### config.mk
export PLATFORM = sky130hd
export DESIGN_NAME = input_conditioner
export DESIGN_NICKNAME = d
export VERILOG_FILES = /design/src/rtl/input_cond_pkg.sv /design/src/rtl/input_cond_channel.sv /design/src/rtl/input_conditioner.sv
export SDC_FILE = /design/constraint.sdc
export NUM_CORES = 1
export LEC_CHECK = 0
export ABC_AREA = 1
export ABC_CLOCK_PERIOD_IN_PS = 1500
export CAP_MARGIN = 20
export CORE_ASPECT_RATIO = 0.9
export CORE_MARGIN = 2
export CORE_UTILIZATION = 50
export CTS_BUF_LIST = sky130_fd_sc_hd__clkbuf_8
export DETAILED_ROUTE_END_ITERATION = 16
export MAX_ROUTING_LAYER = met4
export PLACE_DENSITY = 0.73
export SETUP_SLACK_MARGIN = 0.02
export SLEW_MARGIN = 20
export SYNTH_ARGS = -nofsm -noshare
export SYNTH_HDL_FRONTEND = slang
export SYNTH_SLANG_ARGS = --single-unit
### constraint.sdc
create_clock -name clk -period 1.5 [get_ports clk]
set_clock_uncertainty 0.2 [all_clocks]
set_input_delay 0.3 -clock clk [delete_from_list [all_inputs] [get_ports clk]]
set_output_delay 0.3 -clock clk [all_outputs]
set_load 0.005 [all_outputs]
### src/rtl/input_cond_pkg.sv
// ---------------------------------------------------------------------------
// input_cond_pkg
// Shared constants for the input conditioner slice.
//   - Channel index constants naming what each async_in bit carries.
//   - Default channel count, synchronizer depth and debounce length.
//   - calc_cnt_w(): width of the per-channel debounce counter.
// Optional feature macro used by the design files: INPUT_CONDITIONER_LATCH_EN
// ---------------------------------------------------------------------------
package input_cond_pkg;

    // Which pad lands on which bit of async_in.
    localparam int CH_RESET   = 0;
    localparam int CH_TRAFFIC = 1;
    localparam int CH_WALK    = 2;
    localparam int CH_REPROG  = 3;

    localparam int DEF_NUM_CH          = 4;
    localparam int DEF_SYNC_STAGES     = 2;
    localparam int DEF_DEBOUNCE_CYCLES = 4;

    // A debounce length of 1 still needs a 1-bit counter so the
    // compare logic stays well formed.
    function automatic int calc_cnt_w(input int cycles);
        int w;
        w = $clog2(cycles);
        return (w < 1) ? 1 : w;
    endfunction

endpackage

### src/rtl/input_cond_channel.sv
// ---------------------------------------------------------------------------
// input_cond_channel
// One conditioned input: synchronizer chain, debounce counter, clean level
// and registered single-cycle rise/fall pulses.
// Ports:
//   clk           system clock, all state on the rising edge
//   global_reset  synchronous active-low reset
//   async_in      raw asynchronous input bit
//   level         debounced, synchronized level
//   rise / fall   one-cycle pulses coinciding with the first new-level cycle
//   latch_clr     (INPUT_CONDITIONER_LATCH_EN only) clears latched
//   latched       (INPUT_CONDITIONER_LATCH_EN only) sticky copy of rise
// ---------------------------------------------------------------------------
module input_cond_channel
    import input_cond_pkg::*;
#(
    parameter int   SYNC_STAGES     = DEF_SYNC_STAGES,
    parameter int   DEBOUNCE_CYCLES = DEF_DEBOUNCE_CYCLES,
    parameter logic RESET_VALUE     = 1'b0
) (
    input  logic clk,
    input  logic global_reset,
    input  logic async_in,
`ifdef INPUT_CONDITIONER_LATCH_EN
    input  logic latch_clr,
    output logic latched,
`endif
    output logic level,
    output logic rise,
    output logic fall
);

    localparam int               CNT_W    = calc_cnt_w(DEBOUNCE_CYCLES);
    localparam logic [CNT_W-1:0] CNT_LAST = CNT_W'(DEBOUNCE_CYCLES - 1);

    logic [SYNC_STAGES-1:0] sync_q, sync_d;
    logic [CNT_W-1:0]       cnt_q, cnt_d;
    logic                   level_q, level_d;
    logic                   rise_q, rise_d;
    logic                   fall_q, fall_d;
    logic                   synced;

    assign synced = sync_q[SYNC_STAGES-1];

    // Shift the raw input through the chain, then debounce the chain output.
    // The counter only runs while the synced value disagrees with the level;
    // any agreement throws away the partial count, which is what rejects
    // glitches shorter than DEBOUNCE_CYCLES.
    always_comb begin
        sync_d  = {sync_q[SYNC_STAGES-2:0], async_in};
        level_d = level_q;
        cnt_d   = cnt_q;
        rise_d  = 1'b0;
        fall_d  = 1'b0;
        if (synced == level_q) begin
            cnt_d = '0;
        end else if (cnt_q != CNT_LAST) begin
            cnt_d = cnt_q + CNT_W'(1);
        end else begin
            level_d = synced;
            cnt_d   = '0;
            rise_d  = synced;
            fall_d  = ~synced;
        end
    end

    // State registers with synchronous active-low reset.
    always_ff @(posedge clk) begin
        if (!global_reset) begin
            sync_q  <= {SYNC_STAGES{RESET_VALUE}};
            cnt_q   <= '0;
            level_q <= RESET_VALUE;
            rise_q  <= 1'b0;
            fall_q  <= 1'b0;
        end else begin
            sync_q  <= sync_d;
            cnt_q   <= cnt_d;
            level_q <= level_d;
            rise_q  <= rise_d;
            fall_q  <= fall_d;
        end
    end

    assign level = level_q;
    assign rise  = rise_q;
    assign fall  = fall_q;

`ifdef INPUT_CONDITIONER_LATCH_EN
    logic latched_q, latched_d;

    // Set has priority over clear so a request arriving in the same cycle
    // the consumer acknowledges the previous one is not lost.
    always_comb begin
        latched_d = rise_q | (latched_q & ~latch_clr);
    end

    always_ff @(posedge clk) begin
        if (!global_reset) begin
            latched_q <= 1'b0;
        end else begin
            latched_q <= latched_d;
        end
    end

    assign latched = latched_q;
`endif

endmodule

### src/rtl/input_conditioner.sv
// ---------------------------------------------------------------------------
// input_conditioner
// Brings NUM_CH asynchronous pad inputs into the clk domain, debounces each
// one independently and produces clean levels plus rise/fall pulses.
// Ports:
//   clk           system clock
//   global_reset  synchronous active-low reset from an upstream synchronizer
//   async_in      raw asynchronous inputs (bit order per input_cond_pkg CH_*)
//   level         debounced levels
//   rise / fall   single-cycle edge pulses per channel
//   latch_clr     (INPUT_CONDITIONER_LATCH_EN only) per-channel latch clear
//   latched       (INPUT_CONDITIONER_LATCH_EN only) per-channel sticky rise
// ---------------------------------------------------------------------------
module input_conditioner
    import input_cond_pkg::*;
#(
    parameter int                NUM_CH          = DEF_NUM_CH,
    parameter int                SYNC_STAGES     = DEF_SYNC_STAGES,
    parameter int                DEBOUNCE_CYCLES = DEF_DEBOUNCE_CYCLES,
    parameter logic [NUM_CH-1:0] RESET_VALUE     = {NUM_CH{1'b0}}
) (
    input  logic              clk,
    input  logic              global_reset,
    input  logic [NUM_CH-1:0] async_in,
`ifdef INPUT_CONDITIONER_LATCH_EN
    input  logic [NUM_CH-1:0] latch_clr,
    output logic [NUM_CH-1:0] latched,
`endif
    output logic [NUM_CH-1:0] level,
    output logic [NUM_CH-1:0] rise,
    output logic [NUM_CH-1:0] fall
);

    // Channels share nothing but clock and reset.
    for (genvar ch = 0; ch < NUM_CH; ch++) begin : g_ch
        input_cond_channel #(
            .SYNC_STAGES     (SYNC_STAGES),
            .DEBOUNCE_CYCLES (DEBOUNCE_CYCLES),
            .RESET_VALUE     (RESET_VALUE[ch])
        ) u_channel (
            .clk          (clk),
            .global_reset (global_reset),
            .async_in     (async_in[ch]),
`ifdef INPUT_CONDITIONER_LATCH_EN
            .latch_clr    (latch_clr[ch]),
            .latched      (latched[ch]),
`endif
            .level        (level[ch]),
            .rise         (rise[ch]),
            .fall         (fall[ch])
        );
    end

endmodule

Yosys cells after proc, flatten, opt, wreduce, memory -nomap -nowiden --
Cells that the tools add are included.
Word-level totals: register bits after elaboration 28, bits of input ports 6, output and inout port bits 12, logic and storage cells 57
Operators by class: add/subtract/negate cells 4, equal/unequal tests 8, bitwise operators 13, reduce and logical (&&, ||, !) cells 12
Operators with widths (number):
- $reduce_or A3 Y1 | 8
- $not A1 Y1 | 13
- $add A2 B1 Y2 const B | 4
- $ne A2 B2 Y1 const B | 4
- $reduce_and A2 Y1 | 4
- $eq A1 B1 Y1 | 4

Depth between registers and ports, before layout --
Gate-level depths: netlist of run 1.
depth after elaboration 3, depth in mapped cells 4, gate-level depth less buffers 4

Hierarchy --
A second synthesis of run 1 with hierarchy kept.
Second synthesis, totals: cell total of the unflattened synthesis 120, area total of the unflattened synthesis 1001.0 µm²
Modules (own cells, without submodules):
- input_cond_channel | times used 4, cells each 30, area an instance 250.2 µm², sequential area each 140.1 µm²

Worst setup path before layout of run 1 --
OpenSTA, ideal clock, no wires.
path type register to register, start reg g_ch[0].u_channel.cnt_q[0], end reg g_ch[0].u_channel.cnt_q[0], library setup time 64 ps, arrival time 772 ps, required time 1236 ps, path slack 463 ps, cell stages (with the launch flop) 5, path buffers 0, clock period less this slack 1037 ps, path through dfxtp_1 -> ha_1 -> nor2_1 -> nand3_1 -> nor2_1
On the way: cells in the longest elaborated chain, start to end 3, elaborated cells between the ends (all ways) 4, classes of those cells add/sub (1); eq/ne (1); bitwise (1); reduce/logical (1)
Ends and longest elaborated chain:
- start: declaration | line input_cond_channel.sv:37 | logic [CNT_W-1:0] cnt_q, cnt_d;
- start signal: assignment | line input_cond_channel.sv:77 | cnt_q <= cnt_d;
- $ne A2 B2 Y1 | line input_cond_channel.sv:57 | end else if (cnt_q != CNT_LAST) begin
- $not A1 Y1 (no line)
- $reduce_or A3 Y1 (no line)
Parallel ways exist; a longest one is shown, timed or not. A chain may end at the register's enable or synchronous reset.

Final worst setup path of run 1 --
start reg g_ch[0].u_channel.level_q, end out level[0]
RTL lines:
- start: declaration | line input_cond_channel.sv:38 | logic level_q, level_d;
- start signal: assignment | line input_cond_channel.sv:78 | level_q <= level_d;
- end: declaration | line input_conditioner.sv:29 | output logic [NUM_CH-1:0] level,
No word-level cell between the ends.

==> run summary, run 1 <==
Count of unique library cells instantiated by Yosys: 12
CP Buf/Inv Count: 1
Reported max-cap violation count: 0
Final period util: 91.71%
Outcome: finished, final reports clean
Post-synth EDFFs: 0
Critical Path End: level[0]
Vias in the first global route: 636
Seq/Total Area, Yosys: 53.02%
Initial antenna violation count: 0
Peak VDD IR: 1108 uV
Cell Chain, Critical Path: dlygate4sd2_1
Post-Route WL: 1566 um
Hold Crit Class: reg2reg
Reg-to-reg endpoint: g_ch[1].u_channel.cnt_q[0]
Fill cell count: 179
Root Driver: clkbuf_8
Largest net degree at the start of global routing: 17
Synth Register Bits: 28
Count leader, synth: dfxtp_1
Slowest cell on the critical path: dfxtp_4
Port Buffers: 17
Global-route wire length before repair: 2539 um
TritonCTS buffer count: 3
Dpl cells: 158
Clk sinks: 28
Critical path's largest stage delay: 350 ps
Syn_nets: 136
Leak: 0.0006289 uW
FP Rows: 15
NumNets Final: 151
CTS tree: yes
WP data required: 1000 ps
Total core area: 1952 um^2
Syn Inst Count: 126
Reg2reg setup slack: 340 ps
Die area: 2499 um^2
Routability Congestion: 0.7106
Worst EP arrival: 880 ps
Total chip power: 1387 uW
Initial core utilization: 54.17%
DRC: 0
Dpl ws: -48.56 ps
Finished Layout Cells: 165
Starting DRC count in detailed routing: 17
Final Worst Setup Slack: 124.3 ps
WHS: 220.1 ps
Syn_area_per_cell: 8.391 um^2
WP depth: 1
FF-to-FF Start: g_ch[1].u_channel.cnt_q[0]
Clock transition at path regs: 90 ps
Detailed placement HPWL: 1144 um
Ranking of synthesized cells by area: dfxtp_1 53%, buf_4 9.2%, nand2_1 9.2%, inv_1 8.5%, ha_1 4.7%
Async SR Flop Fraction: 0%
Die H: 47.63 um
Aggregate global routing overflow: 0
Syn-to-layout area delta: 20.35%
Slew Limit Fails: 0
Clk buf depth: 2
Critical Path Start Type: flip-flop
RSZ-0062 raised after global routing: false
Synthesis Warnings: 0
Overall die width: 52.47 um
Finish-stage setup viols: 0
Total negative setup slack: 0 ps
Post-route minimum period: 1376 ps
Post-synth top flop: dfxtp_1
Slew Limit Headroom: 87.06%
Via/cell ratio: 4.521
DR vias: 746
Hold Crit Depth: 1
Crit-path max FO: 2
Final hold violation count: 0
Post-synth top cells: 28 x dfxtp_1, 26 x nand2_1, 24 x inv_1
Crit-path leading delay family: flip-flops
Synth top area share: 53.02%
# diodes: 0
Clk Latency, worst-skew pair: 270 ps
Drt first pass iters: 4
Hold-fix buffers, CTS: 0
H-tree depth: 1
Yosys top cell by area: dfxtp_1
Fmax: 726.9 MHz
Final ANT Viol Nets: 0
Routed len/inst: 9.491 um
P per Cell Area: 1090 nW/um^2
Setup CP Type: reg2out
R2R depth: 4
Worst-Margin Slew: 192.6 ps
CP endpoint kind: output port
GRT Util Overall: 14.99%
Layout cells sized above 1: 15.00%
Critical path startpoint: g_ch[0].u_channel.level
# IOs: 18
Mapped Area: 1057 um^2
-- timing repair --
action                                  in CTS  in global routing
endpoints found under the setup margin      12                  0
gates resized for setup                     18                  0
setup buffers                                3                  0
endpoints found under the hold margin        0                  0
-- cell usage in the layout (no fill, tap or decap) --
cell type / count
clkdlybuf4s50_1: 5
dlygate4sd2_1: 12
nor2_1: 12
clkbuf_8: 3
dfxtp_2: 2
a21oi_1: 4
nand3_1: 4
nand2_1: 26
buf_4: 6
ha_1: 4
inv_1: 24
nor3_2: 4
nor3_1: 4
bufinv_16: 1
dfxtp_4: 2
nand2_2: 2
dfxtp_1: 24
inv_2: 1
-- through the flow --
step / utilization (%) / instance area (um^2)
2_1_floorplan: - / 1057
3_3_place_gp: 60.64 / 1184
3_5_place_dp: 60.64 / 1184
4_1_cts: 65.19 / 1272
5_1_grt: 65.19 / 1272
6_report: 65.19 / 1272
-- final cells by class --
class                           instances  area (um^2)  area share (%)
Timing Repair Buffer                   23        200.2           15.73
Clock buffer                            3        41.29           3.245
Inverter                               25        93.84           7.375
Sequential cell                        28        570.5           44.84
Tap cell                               25        31.28           2.458
Multi-Input combinational cell         60        305.3           23.99
Clock inverter                          1        30.03           2.360
-- metal layers --
| layer | track usage, % | share of wire (%) |
|---|---|---|
| met1 | 15.40 | 40 |
| met2 | 26.75 | 53 |
| met3 | 6.563 | 6.8 |
| met4 | 3.590 | 0 |
| met5 | - | 0 |
-- worst min path at each step --
stage / from / end
4_1_cts: g_ch[2].u_channel.sync_q[0] / g_ch[2].u_channel.sync_q[1]
3_3_place_gp: g_ch[1].u_channel.sync_q[0] / g_ch[1].u_channel.sync_q[1]
2_1_floorplan: g_ch[0].u_channel.sync_q[0] / g_ch[0].u_channel.sync_q[1]
3_5_place_dp: g_ch[1].u_channel.sync_q[0] / g_ch[1].u_channel.sync_q[1]
6_report: g_ch[0].u_channel.cnt_q[0] / g_ch[0].u_channel.cnt_q[0]
5_1_grt: g_ch[2].u_channel.sync_q[0] / g_ch[2].u_channel.sync_q[1]
-- power by group --
part,internal (uW),total [uW],switching (uW)
Clock,357,580,223
Sequential,752,760,7.45
Combinational,23.4,47.2,23.8
Total,1130,1390,254
-- state kept, by name, summed over array words and instances, names as in the netlist --
register	flops
g_ch.u_channel.cnt_q	8
g_ch.u_channel.sync_q	8
g_ch.u_channel.fall	4
g_ch.u_channel.level	4
g_ch.u_channel.rise	4
-- cell families (layout without fill, tap and decap cells) --
| group | Yosys count | in the layout | share of synthesized area (%) |
|---|---|---|---|
| flops | 28 | 28 | 53.02 |
| simple gates | 52 | 52 | 22.25 |
| fa+ha+maj | 4 | 4 | 4.734 |
| buf+inv | 38 | 52 | 18.11 |
| compound gates | 4 | 4 | 1.894 |
Note: power is estimated with default switching activity, not from simulation.
==> run 2, diff against run 1 <==
- CORE_MARGIN: 2 -> not set
- PLACE_DENSITY: 0.73 -> 0.74
- SLEW_MARGIN: 20 -> not set
==> run 2 against run 1 <==
- critical path type unchanged
- power fell by 10%
- critical endpoint unchanged
- final area fell by 1.2%
- via count fell by 0.94%
==> run summary, run 2 (same netlist as run 1, synthesis figures left out) <==
Reg-to-reg endpoint: g_ch[3].u_channel.cnt_q[0]
Clk Latency, worst-skew pair: 260 ps
Total core area: 1952 um^2
Clock transition at path regs: 90 ps
Setup CP Type: reg2out
Critical path's largest stage delay: 340 ps
Fmax: 741.9 MHz
CTS tree: yes
Hold Crit Depth: 1
Post-route minimum period: 1348 ps
Commonest cells after routing, fill and taps aside: 26 x nand2_1, 25 x dfxtp_1, 24 x inv_1
Reg2reg setup slack: 380 ps
Drt first pass iters: 6
# IOs: 18
DR vias: 739
Hold-fix buffers, CTS: 0
Dpl ws: -2.074 ps
Worst-Margin Slew: 155.4 ps
Top Registers: g_ch.u_channel.cnt_q x8, g_ch.u_channel.sync_q x8
Post-Route Utilization: 64.42%
Cell Chain, Critical Path: dlygate4sd2_1
H-tree depth: 1
Clk sinks: 28
Initial core utilization: 54.17%
Final hold violation count: 0
Outcome: finished, final reports clean
Commonest non-fill, non-tap cell in the layout: nand2_1
Leak: 0.0006256 uW
Port Buffers: 17
Clk buf depth: 2
TritonCTS buffer count: 3
Slowest cell on the critical path: dfxtp_1
Final ANT Viol Nets: 0
R2R depth: 4
Critical Path Start Type: flip-flop
CP Buf/Inv Count: 1
Syn-to-layout area delta: 18.94%
GRT Util Overall: 13.96%
Overall die width: 50.47 um
FP Rows: 15
Crit-path max FO: 2
Root Driver: clkbuf_8
Peak VDD IR: 662.2 uV
Worst Hold End: g_ch[2].u_channel.cnt_q[0]
Global-route wire length before repair: 2249 um
Hold Crit Class: reg2reg
Slew Limit Fails: 0
Slew Limit Headroom: 89.56%
Starting DRC count in detailed routing: 11
Worst EP arrival: 850 ps
Via/cell ratio: 4.452
Post-Route WL: 1415 um
Vias in the first global route: 579
Initial antenna violation count: 0
Reported max-cap violation count: 0
Die area: 2303 um^2
Detailed placement HPWL: 1058 um
HP Start: g_ch[2].u_channel.cnt_q[0]
# diodes: 0
Layout cells sized above 1: 14.89%
DRC: 0
Finish-stage setup viols: 0
WHS: 219.9 ps
Routed len/inst: 8.524 um
Total chip power: 1247 uW
Die H: 45.63 um
Crit-path leading delay family: flip-flops
Largest net degree at the start of global routing: 16
Final period util: 89.86%
RSZ-0062 raised after global routing: false
FF-to-FF Start: g_ch[3].u_channel.cnt_q[0]
Routability Congestion: 0.7129
Aggregate global routing overflow: 0
NumNets Final: 152
P per Cell Area: 991.7 nW/um^2
Final Worst Setup Slack: 152.1 ps
WP data required: 1000 ps
CP endpoint kind: output port
[run 2: stage by stage]
step                      std cells  area [um^2]  TNS [ps]
after floorplan                 126         1057         0
after global placement          159         1191         0
after detailed placement        159         1191    -2.074
after CTS                       166         1257         0
after global routing            166         1257         0
final                           166         1257         0
[run 2: area by class of cell]
cell class	instances	area [um^2]
Clock buffer	4	55.05
Fill cell	183	694.4
Inverter	25	93.84
Multi-Input combinational cell	60	305.3
Sequential cell	28	564.3
Tap cell	25	31.28
Timing Repair Buffer	24	207.7
[run 2: per-layer routing]
metal  wire [um]  vias to the layer above  global-route usage (%)
met5           0                        -                       -
met1         610                      322                   14.43
li1            -                      394                       -
met4          10                        0                   6.667
met2         732                       21                   24.80
met3          61                        2                   4.000
[run 2: where the power goes]
part,internal [uW],total [uW],switching [uW]
Sequential,756,763,7.28
Combinational,25.1,48.8,23.7
Clock,234,435,201
[run 2: timing repair]
action,4_1_cts,5_1_grt
gates resized for setup,15,0
setup endpoints to repair,12,0
buffers inserted,3,0
[run 2: worst max path at each step]
stage	from	endpoint	slack, ps	depth (start not counted)
final	g_ch[0].u_channel.level	level[0]	150	1
after detailed placement	global_reset	g_ch[2].u_channel.fall	-2	4
after global placement	global_reset	g_ch[2].u_channel.rise	30	4
after CTS	g_ch[0].u_channel.level	level[0]	140	1
after global routing	g_ch[0].u_channel.level	level[0]	100	1
after floorplan	g_ch[0].u_channel.cnt_q[0]	g_ch[0].u_channel.cnt_q[0]	460	4
==> run 3, diff against run 2 <==
- ABC_CLOCK_PERIOD_IN_PS: 1500 -> 1080
- CORE_UTILIZATION: 50 -> 48
- clock period: 1.5 -> 1.08 ns (I/O delays scaled with it)
==> run 3 against run 2 <==
- the flow now finishes with violations (negative setup slack)
- hold slack lost 8.8 ps
- cell count is the same
- wire length grew 26%
- core utilization grew 3.1 points
- combinational power grew 70%
- non-clock buffer count grew 1
- flip-flop and latch count is the same
- largest cell class unchanged
- largest power group unchanged
==> run summary, run 3 (same netlist as run 1, synthesis figures left out) <==
Outcome: complete, but fails checks
Clk Latency, worst-skew pair: 270 ps
Detailed placement HPWL: 1184 um
GRT Util Overall: 16.03%
Slew Limit Fails: 0
P per Cell Area: 1254 nW/um^2
TritonCTS buffer count: 3
Final ANT Viol Nets: 0
Total chip power: 1685 uW
Total core area: 1989 um^2
Setup CP Type: reg2out
Starting DRC count in detailed routing: 1
FF-to-FF Start: g_ch[2].u_channel.cnt_q[0]
Reg2reg setup slack: 30 ps
Peak VDD IR: 1242 uV
Via/cell ratio: 4.627
Post-Route WL: 1787 um
Finished Layout Cells: 166
Post-route minimum period: 1126 ps
CP Buf/Inv Count: 1
Syn-to-layout area delta: 27.10%
Commonest cells after routing, fill and taps aside: 24 x nand2_1, 21 x inv_1, 16 x dfxtp_1
RSZ-0062 raised after global routing: true
Clk pwr share: 31.9%
Reg-to-reg endpoint: g_ch[2].u_channel.cnt_q[0]
Critical path's largest stage delay: 330 ps
Hold Crit Class: reg2reg
Seq pwr share: 63.2%
FP Rows: 15
Routed len/inst: 10.77 um
Layout cells sized above 1: 43.97%
Initial core utilization: 53.14%
R2R depth: 4
Drt first pass iters: 3
Critical Path Start Type: flip-flop
Worst EP arrival: 710 ps
Cell Chain, Critical Path: buf_2
Routability Congestion: 0.7408
Fmax: 888.3 MHz
Failing checks: negative setup slack
Slew Limit Headroom: 82.50%
H-tree depth: 1
# IOs: 18
Clk buf depth: 2
Root Driver: clkbuf_8
WHS: 211.1 ps
Dpl cells: 162
Final Worst Setup Slack: -45.71 ps
Crit-path leading delay family: flip-flops
Initial antenna violation count: 0
Worst-Margin Slew: 262.1 ps
Final hold violation count: 0
NumNets Final: 153
Cell Int Power: 1342 uW
Slowest cell on the critical path: dfxtp_2
Die H: 46.53 um
Total negative setup slack: -304.4 ps
DR vias: 768
CP endpoint kind: output port
Clock transition at path regs: 90 ps
Leak: 0.0006024 uW
Finish-stage setup viols: 12
Crit-path max FO: 2
# diodes: 0
Hold Crit Depth: 2
Vias in the first global route: 666
DRC: 0
Top Registers: g_ch.u_channel.cnt_q x8, g_ch.u_channel.sync_q x8
Reported max-cap violation count: 0
CTS tree: yes
Sw Pwr: 343.2 uW
Comb power frac: 4.9%
Hold-fix buffers, CTS: 0
Final period util: 104.2%
Commonest non-fill, non-tap cell in the layout: nand2_1
Die area: 2395 um^2
Aggregate global routing overflow: 0
WP data required: 660 ps
Worst Hold End: g_ch[0].u_channel.sync_q[1]
Overall die width: 51.47 um
Clk sinks: 28
Switching Fraction: 20.37%
HP Start: g_ch[0].u_channel.sync_q[0]
Port Buffers: 17
Global-route wire length before repair: 2642 um
Largest net degree at the start of global routing: 15
run 3: changes by cell type in the layout (fill, tap and decap cells not counted), moves of 9 or more:
cell / delta
buf_2: +11
dlygate4sd2_1: -11
dfxtp_1: -9
dfxtp_2: +9
run 3: power groups by stage:
| stage | registers [uW] | clock network (uW) | logic (uW) |
|---|---|---|---|
| after floorplan | 1080 | 0 | 35.4 |
| after global placement | 1080 | 0 | 65.8 |
| after detailed placement | 1080 | 0 | 68.7 |
| after CTS | 1060 | 550 | 69.7 |
| after global routing | 1070 | 595 | 95.2 |
| final | 1060 | 538 | 83.0 |
run 3: layout make-up:
class	instances	area [um^2]
multi-input cells	60	422.9
fillers	157	645.6
well taps	25	31.28
flip-flops and latches	28	575.6
inverters	25	93.84
repair buffers	25	178.9
clock buffers	3	41.29
run 3: worst max path at each step:
stage                          startpoint                         end  cells past startpoint  slack [ps]
2_1_floorplan  g_ch[0].u_channel.cnt_q[0]  g_ch[0].u_channel.cnt_q[0]                      4          40
4_1_cts           g_ch[0].u_channel.level                    level[0]                      1         -50
3_5_place_dp                 global_reset      g_ch[1].u_channel.rise                      4        -330
6_report          g_ch[0].u_channel.level                    level[0]                      1         -50
5_1_grt           g_ch[0].u_channel.level                    level[0]                      1         -80
3_3_place_gp                 global_reset      g_ch[1].u_channel.fall                      4        -300
run 3: stage by stage:
step           util [%]  worst slack, ps  cell area (um^2)
2_1_floorplan         -            43.35              1057
3_3_place_gp      61.01           -304.6              1214
3_5_place_dp      61.01           -326.5              1214
4_1_cts           63.40           -53.30              1261
5_1_grt           67.55           -76.04              1344
6_report          67.55           -45.71              1344
run 3: worst register-to-register path: stages (launching register included):
cell and delay [ps]:
dfxtp_2 340, ha_4 170, nor2_2 100, nand3_2 80
nor2_1 90
run 3: routing by layer:
metal | wire length, um | global-route usage (%)
met1 | 673 | 15.83
met2 | 1025 | 29.61
met3 | 76 | 5.941
met4 | 11 | 4.865
met5 | 0 | -
run 3: what timing repair did:
item,in CTS,in global routing
buffers inserted,1,0
hold endpoints to repair,0,0
setup endpoints to repair,28,23
pin swaps,12,12
resized for setup,63,26
